**src/rtl/in_port_buffer_pkg.sv**
```systemverilog
// Shared CPU constants: data word width, input-port FIFO depth and bus source select encodings.
package in_port_buffer_pkg;

  localparam int CPU_WORD_W   = 32;
  localparam int INPORT_DEPTH = 4;

  typedef enum logic [3:0] {
    BUS_SEL_NONE   = 4'd0,
    BUS_SEL_R0     = 4'd1,
    BUS_SEL_HI     = 4'd2,
    BUS_SEL_LO     = 4'd3,
    BUS_SEL_ZHIGH  = 4'd4,
    BUS_SEL_ZLOW   = 4'd5,
    BUS_SEL_PC     = 4'd6,
    BUS_SEL_MDR    = 4'd7,
    BUS_SEL_INPORT = 4'd8,
    BUS_SEL_CSIGN  = 4'd9
  } bus_sel_e;

endpackage

```
**src/rtl/in_port_buffer_sync_fifo.sv**
```systemverilog
// Storage plus wrapping pointers and occupancy count; read data is the entry at the read pointer.
// Caller guarantees push only when not full and pop only when not empty; one-cycle update, no internal backpressure.
module sync_fifo #(
  parameter int WORD_W = 32,
  parameter int DEPTH  = 4
) (
  input  logic                     clock,
  input  logic                     clear,
  input  logic                     push,
  input  logic                     pop,
  input  logic [WORD_W-1:0]        wdata,
  output logic [WORD_W-1:0]        rdata,
  output logic [$clog2(DEPTH):0]   count
);

  localparam int AW = $clog2(DEPTH);
  localparam logic [AW-1:0] PTR_ONE = AW'(1);
  localparam logic [AW:0]   CNT_ONE = (AW + 1)'(1);

  logic [WORD_W-1:0] mem [DEPTH];
  logic [AW-1:0]     wr_ptr;
  logic [AW-1:0]     rd_ptr;

  // Storage is intentionally left unreset; occupancy alone decides what is valid.
  always_ff @(posedge clock) begin
    if (push) begin
      mem[wr_ptr] <= wdata;
    end
  end

  // DEPTH is a power of two, so natural pointer overflow gives the modulo wrap.
  always_ff @(posedge clock) begin
    if (clear) begin
      wr_ptr <= '0;
      rd_ptr <= '0;
      count  <= '0;
    end else begin
      if (push) wr_ptr <= wr_ptr + PTR_ONE;
      if (pop)  rd_ptr <= rd_ptr + PTR_ONE;
      case ({push, pop})
        2'b10:   count <= count + CNT_ONE;
        2'b01:   count <= count - CNT_ONE;
        default: count <= count;
      endcase
    end
  end

  assign rdata = mem[rd_ptr];

endmodule

```
**src/rtl/in_port_buffer.sv**
```systemverilog
// Input-port FIFO between an external device and the CPU bus InPort leg; first-word-fall-through, zero when empty.
// Device is backpressured by dev_ready = !in_full (never accepts while full, even on a same-cycle pop).
module in_port_buffer
  import in_port_buffer_pkg::*;
#(
  parameter int WORD_W = CPU_WORD_W,
  parameter int DEPTH  = INPORT_DEPTH
) (
  input  logic                   clock,
  input  logic                   clear,
  input  logic [WORD_W-1:0]      dev_data,
  input  logic                   dev_valid,
  output logic                   dev_ready,
  input  logic                   in_pop,
  output logic [WORD_W-1:0]      BusMuxIn_InPort,
  output logic                   in_empty,
  output logic                   in_full,
  output logic [$clog2(DEPTH):0] in_count,
  output logic                   underflow,
  input  logic                   status_clr
);

  localparam int CW = $clog2(DEPTH) + 1;

  logic              push;
  logic              pop;
  logic              pop_on_empty;
  logic [WORD_W-1:0] head;

  assign in_empty     = (in_count == '0);
  assign in_full      = (in_count == CW'(DEPTH));
  assign dev_ready    = !in_full;
  assign push         = dev_valid && dev_ready;
  assign pop          = in_pop && !in_empty;
  assign pop_on_empty = in_pop && in_empty;

  sync_fifo #(
    .WORD_W (WORD_W),
    .DEPTH  (DEPTH)
  ) u_fifo (
    .clock (clock),
    .clear (clear),
    .push  (push),
    .pop   (pop),
    .wdata (dev_data),
    .rdata (head),
    .count (in_count)
  );

  assign BusMuxIn_InPort = in_empty ? '0 : head;

  // A fresh underflow event wins over a same-cycle status_clr.
  always_ff @(posedge clock) begin
    if (clear) begin
      underflow <= 1'b0;
    end else if (pop_on_empty) begin
      underflow <= 1'b1;
    end else if (status_clr) begin
      underflow <= 1'b0;
    end
  end

endmodule

```
**config.mk**
```make
export PLATFORM = sky130hd
export DESIGN_NAME = in_port_buffer
export DESIGN_NICKNAME = d
export VERILOG_FILES = /design/src/rtl/in_port_buffer_pkg.sv /design/src/rtl/in_port_buffer_sync_fifo.sv /design/src/rtl/in_port_buffer.sv
export SDC_FILE = /design/constraint.sdc
export NUM_CORES = 1
export LEC_CHECK = 0
export CAP_MARGIN = 10
export CORE_UTILIZATION = 30
export CTS_BUF_LIST = sky130_fd_sc_hd__clkbuf_8 sky130_fd_sc_hd__clkbuf_16
export DETAILED_ROUTE_END_ITERATION = 16
export PLACE_DENSITY = 0.55
export SLEW_MARGIN = 0
export SYNTH_ARGS = -nofsm -noshare
export SYNTH_HDL_FRONTEND = slang
export SYNTH_SLANG_ARGS = --single-unit
```
**constraint.sdc**
```tcl
create_clock -name clock -period 2.6 [get_ports clock]
set_input_delay 0.52 -clock clock [delete_from_list [all_inputs] [get_ports clock]]
set_output_delay 0.52 -clock clock [all_outputs]
set_load 0.01 [all_outputs]
```
# Word-level counts from Yosys, hierarchy flattened
# Memory sizes are Yosys's and may differ from the RTL's. A register that Yosys moved wholly into a read port is not among the register bits.
# Cells that the tools add are included.
# Widths: inputs -> output; s select.
[classes]
n_reduce_logical = 8
eq_ne = 3
muxes = 8
n_addsub = 4
[op_table]
columns = ["op", "count"]
rows = [
  ["$mux 32", 1],
  ["$pmux 3 s2", 1],
  ["$add 2x1->2 const B", 2],
  ["$mux 1", 4],
  ["$mux 2", 2],
  ["$reduce_bool 2->1", 2],
  ["$add 3x1->3 const B", 1],
  ["$eq 3x3->1 const B", 1],
  ["$logic_and 1x1->1", 3],
  ["$logic_not 3->1", 1],
  ["$sub 3x1->3 const B", 1],
  ["$eq 2x1->1 const B", 1],
  ["$eq 2x2->1 const B", 1],
  ["$logic_not 1->1", 2],
]
[word_totals]
elab_cells = 28
memories = 1
out_inout_bits = 39
in_bits = 37
ramBits = 128
reg_bits = 8
[mem_list]
columns = ["memory", "depth", "word_bits", "rd", "rd_ports_with_merged_regs", "write_ports", "line", "source"]
rows = [
  ["u_fifo.mem", 4, 32, 1, 1, 1, "in_port_buffer_sync_fifo.sv:20", "logic [WORD_W-1:0] mem [DEPTH];"],
]

# Longest topological paths before layout
# Gate-level depths: netlist of run 1.
[logic_depth]
depth_word = 5
depth_mapped = 11
depth_no_buf = 11

# By module
# A second synthesis of run 1 with hierarchy kept.
[hier_totals]
cells_unflattened = 253
area_unflattened_um2 = 5376.4
[modules_own_cells]
columns = ["module", "seq_area_each_um2", "cells_each", "area_per_inst_um2", "n_inst"]
rows = [
  ["sync_fifo", 4023.9, 208, 5071.1, 1],
  ["in_port_buffer", 20.0, 45, 305.3, 1],
]

# Least setup slack after synthesis of run 1
# Ideal clock, no wire load.
[synth_path]
kind = "register to register"
start = "register u_fifo.count[0]"
end = "memory u_fifo.mem[2][0] (enable)"
path_buffers = 0
t_required_ns = 2.208
slack_ns = 0.385
t_arrival_ns = 1.823
path_stages_with_launch = 6
cell_sequence = "dfxtp_1 -> inv_2 -> nand3_2 -> inv_2 -> nor2_1 -> and2_1"
[synth_via]
elab_chain_len = 5
[synth_rtl]
columns = ["item", "line", "source"]
rows = [
  ["start: declaration", "in_port_buffer_sync_fifo.sv:13", "output logic [$clog2(DEPTH):0] count"],
  ["start signal: assignment", "in_port_buffer_sync_fifo.sv:41", "2'b10: count <= count + CNT_ONE;"],
  ["start signal: assignment", "in_port_buffer_sync_fifo.sv:42", "2'b01: count <= count - CNT_ONE;"],
  ["start signal: assignment", "in_port_buffer_sync_fifo.sv:43", "default: count <= count;"],
  ["$eq 3x3->1", "in_port_buffer.sv:31", "assign in_full = (in_count == CW'(DEPTH));"],
  ["$logic_not 1->1", "in_port_buffer.sv:32", "assign dev_ready = !in_full;"],
  ["via dev_ready", "in_port_buffer.sv:13", "output logic dev_ready,"],
  ["$logic_and 1x1->1", "in_port_buffer.sv:33", "assign push = dev_valid && dev_ready;"],
  ["$mux 1", "in_port_buffer_sync_fifo.sv:26", "if (push) begin"],
  ["$mux 1 (not written as such)", "in_port_buffer_sync_fifo.sv:27", "mem[wr_ptr] <= wdata;"],
  ["end: declaration", "in_port_buffer_sync_fifo.sv:20", ""],
]
# The timed path passes the listed nets, and every way through them passes these cells.

==> results of run 1 <==
==> cells in the mapped netlist (3+ instances only) <==
cell type / instances
xor2_1: 3
a21oi_1: 5
dfxtp_1: 10
edfxtp_1: 128
ha_1: 5
mux4_2: 30
buf_12: 3
nor2_1: 7
buf_2: 5
nor2b_1: 25
o21ai_0: 3
and2_1: 4
inv_1: 7
nor2b_4: 8
or3_1: 3
==> cell families after synthesis <==
family	after synthesis	synth area share
AO/OA/AOI/OAI	9	0.00871
XOR/XNOR	3	0.00481
adder cells (fa/ha/maj)	6	0.0151
buffers and inverters	20	0.0259
flip-flops	138	0.741
multiplexers	33	0.135
AND/OR/NAND/NOR	52	0.0694
==> layer usage <==
layer,up-vias,wire (µm),GRT usage,part of all wire
li1,1229,-,-,-
met1,1372,4480,0.146,0.43
met2,71,5350,0.208,0.51
met3,11,475,0.0363,0.045
met4,0,155,0.0568,0.015
met5,-,0,0,0
==> layout by cell type, fill, tap and decap left out, drive strengths merged <==
| cell type | Yosys | routed |
|---|---|---|
| nor2 | 7 | 7 |
| dfxtp | 10 | 10 |
| clkinv | 0 | 9 |
| edfxtp | 128 | 128 |
| nand3 | 1 | 1 |
| inv | 9 | 12 |
| nand2 | 1 | 1 |
| a21oi | 5 | 5 |
| fa | 1 | 1 |
| clkbuf | 1 | 17 |
| buf | 10 | 18 |
| nand2b | 2 | 2 |
| o31ai | 1 | 1 |
| dlygate4sd2 | 0 | 32 |
| mux2i | 1 | 1 |
| o21ai | 3 | 3 |
| clkdlybuf4s50 | 0 | 43 |
| and2 | 4 | 4 |
| nor2b | 33 | 33 |
| xor2 | 3 | 3 |
| nor3 | 1 | 1 |
| clkinvlp | 0 | 3 |
| mux4 | 32 | 32 |
| or3 | 3 | 3 |
| ha | 5 | 5 |
==> how the worst max path moves through the flow <==
stage | cells after the start | endpoint | startpoint
2_1_floorplan | 5 | u_fifo.mem[2][0] | u_fifo.count[0]
3_3_place_gp | 9 | u_fifo.count[2] | in_pop
3_5_place_dp | 9 | u_fifo.count[2] | in_pop
4_1_cts | 4 | BusMuxIn_InPort[31] | flip-flop
5_1_grt | 5 | BusMuxIn_InPort[7] | flip-flop
6_report | 5 | BusMuxIn_InPort[7] | flip-flop
==> power breakdown <==
group | leakage [nW] | switching (mW) | internal, mW | total (mW)
Clock | 0.254 | 0.873 | 1.19 | 2.07
Sequential | 1.26 | 0.0925 | 2.66 | 2.75
Combinational | 0.944 | 0.998 | 1.19 | 2.18
Total | 2.46 | 1.96 | 5.04 | 7.01
==> sequential cells by signal, summed over array words and instances (netlist names), named ones only <==
| register | cells |
|---|---|
| underflow | 1 |
| u_fifo.rd_ptr | 2 |
| u_fifo.mem | 128 |
| u_fifo.count | 3 |
| u_fifo.wr_ptr | 2 |
==> cell type report <==
cell class,count,share of cell area
clock buffers,17,0.0600
clock inverters,15,0.0124
inverters,9,0.00477
multi-input cells,103,0.180
flip-flops and latches,138,0.571
well taps,225,0.0397
repair buffers,93,0.132
==> tightest hold or removal path: cells and delay by family (launching register included) <==
family | cells | cell delay [ns]
AOI/OAI and AO/OA | 2 | 0.13
DFF | 1 | 0.30
==> repair_timing <==
action	in CTS	in global routing
gates resized for setup	32	0
setup endpoints to repair	32	0
hold buffers	0	0
setup buffers	4	0
==> per-stage QoR <==
step	hold slack (ns)	area, µm²	power (mW)	instances
after CTS	0.491	7090	7.16	600
after detailed placement	0.475	6550	5.13	564
final	0.490	7090	7.01	600
after floorplan	0.459	5460	4.16	261
after global placement	0.466	6550	5.11	564
after global routing	0.536	7090	7.39	600
==> out/qor.yml, run 1 <==
cts.root.buffer_cell: "clkbuf_16"
yosysTopAreaCell: "edfxtp_1"
rsz0062_at_grt: "no"
drt.antenna.violating_nets: 0
design.core.area_um2: 17500
finalWorstSetupSlack_ns: 0.116
post_synth_inst_count: 261
power_density_nw_per_um2: 989
power.leakage_nw: 2.46
slew-limit-headroom: 0.771
grt_pass1_wl_um: 16200
hold_class: "reg -> reg"
dieWidth_um: 137
kind_of_cell_adding_the_most_delay_to_the_critical_path: "buffers and inverters"
multi_input_comb_area_um2: 1280
area.sequential_um2: 4050
detail_route.vias_per_cell: 4.47
cp.arrival_ns: 1.96
postRouteWirelength_um: 10500
layout.core_utilization: 0.404
post_synth_arst_share: 0
critical_path.max_stage_delay_ns: 0.49
drt_first_pass_iters: 4
clock_path_buffers: 2
ys_seq_elements: 138
drive_above_1_share: 0.248
first_iter_violations: 98
yosys.cell_types.count: 27
cap_violations: 0
cts_num_sinks: 138
preCtsSetupSlack_ns: 0.109
crit_slowest_cell: "mux4_2"
path_buf_inv: 3
floorplan.die_area_um2: 18700
clock.fmax_ghz: 0.403
synth_warnings: 0
endpoint_kind: "output pin"
cp_common_cell: "buf_12"
postSynthNetCount: 304
via_count: 2683
drc_errors: 0
wire_per_inst_um: 17.4
syn_avg_cell_area_um2: 20.9
required_ns: 2.08
worst_r2r_path_depth: 10
max_slew.worst_pin.slew_ns: 0.342
rows: 48
regToRegSetupSlack_ns: 0.51
grt_start_max_net_pins: 37
critical_path_peak_fanout: 7
overall_routing_resource_usage: 0.124
area_growth_syn_to_layout_pct: 29.8
vdd.ir_drop.worst_v: 0.00121
final-max-slew-violation-count: 0
nets: 405
final_min_period_over_clock_period: 0.955
fin_worst_skew_ns: 0.00932
initial_utilization: 0.311
cts_made_buffers: 17
routabilityCongestion: 0.680
design.portCount: 76
timing.critical_path.from_type: "flip-flop"
first_global_vias: 2891
setup_viol: 0
clk_pin_slew_ns: 0.06
finalWorstPathRequiredPeriod_ns: 2.48
number_of_synthesized_flops_with_an_enable_pin: 128
ys_dominant_reg_cell: "edfxtp_1"
cts_tree: "built"
antenna_found_initial: 0
die_h_um: 137
clock_tree.htree_level_count: 4
yosysSeqAreaShare: 0.741
timing.rr.end: "u_fifo.count[2]"
post_synth_main_area_contributors: "edfxtp_1, mux4_2, dfxtp_1"
worstSetupPathType: "reg -> out"
clock_latency_ns: 0.41
aggregate_negative_setup_slack_ns: 0
dp.final_hpwl_um: 6200
final_hold_viol_count: 0
hold_depth: 2
status: "completed"
path_cells: "buf_12, buf_12, mux4_2, nor2b_1, dlygate4sd2_1"
antennaDiodeCount: 0
grt-ovfl-total: 0
syn_area_um2: 5460
holdCritStartpoint: "u_fifo.rd_ptr[1]"
fillerInstances: 1602
synthDominantCellAreaShare: 0.704
crit-reg2reg-launch: "u_fifo.count[2]"
port_buffers: 75
Note: power is estimated with default switching activity, not from simulation.
==> run 2: changes to the inputs <==
--- a/config.mk
+++ b/config.mk
@@ -9,6 +9,7 @@
 export CORE_UTILIZATION = 30
 export CTS_BUF_LIST = sky130_fd_sc_hd__clkbuf_8 sky130_fd_sc_hd__clkbuf_16
 export DETAILED_ROUTE_END_ITERATION = 16
+export GPL_ROUTABILITY_DRIVEN = 0
 export PLACE_DENSITY = 0.55
 export SLEW_MARGIN = 0
 export SYNTH_ARGS = -nofsm -noshare
==> results of run 2 <==
No change in the layout: final DEF, timing and power equal those of run 1.
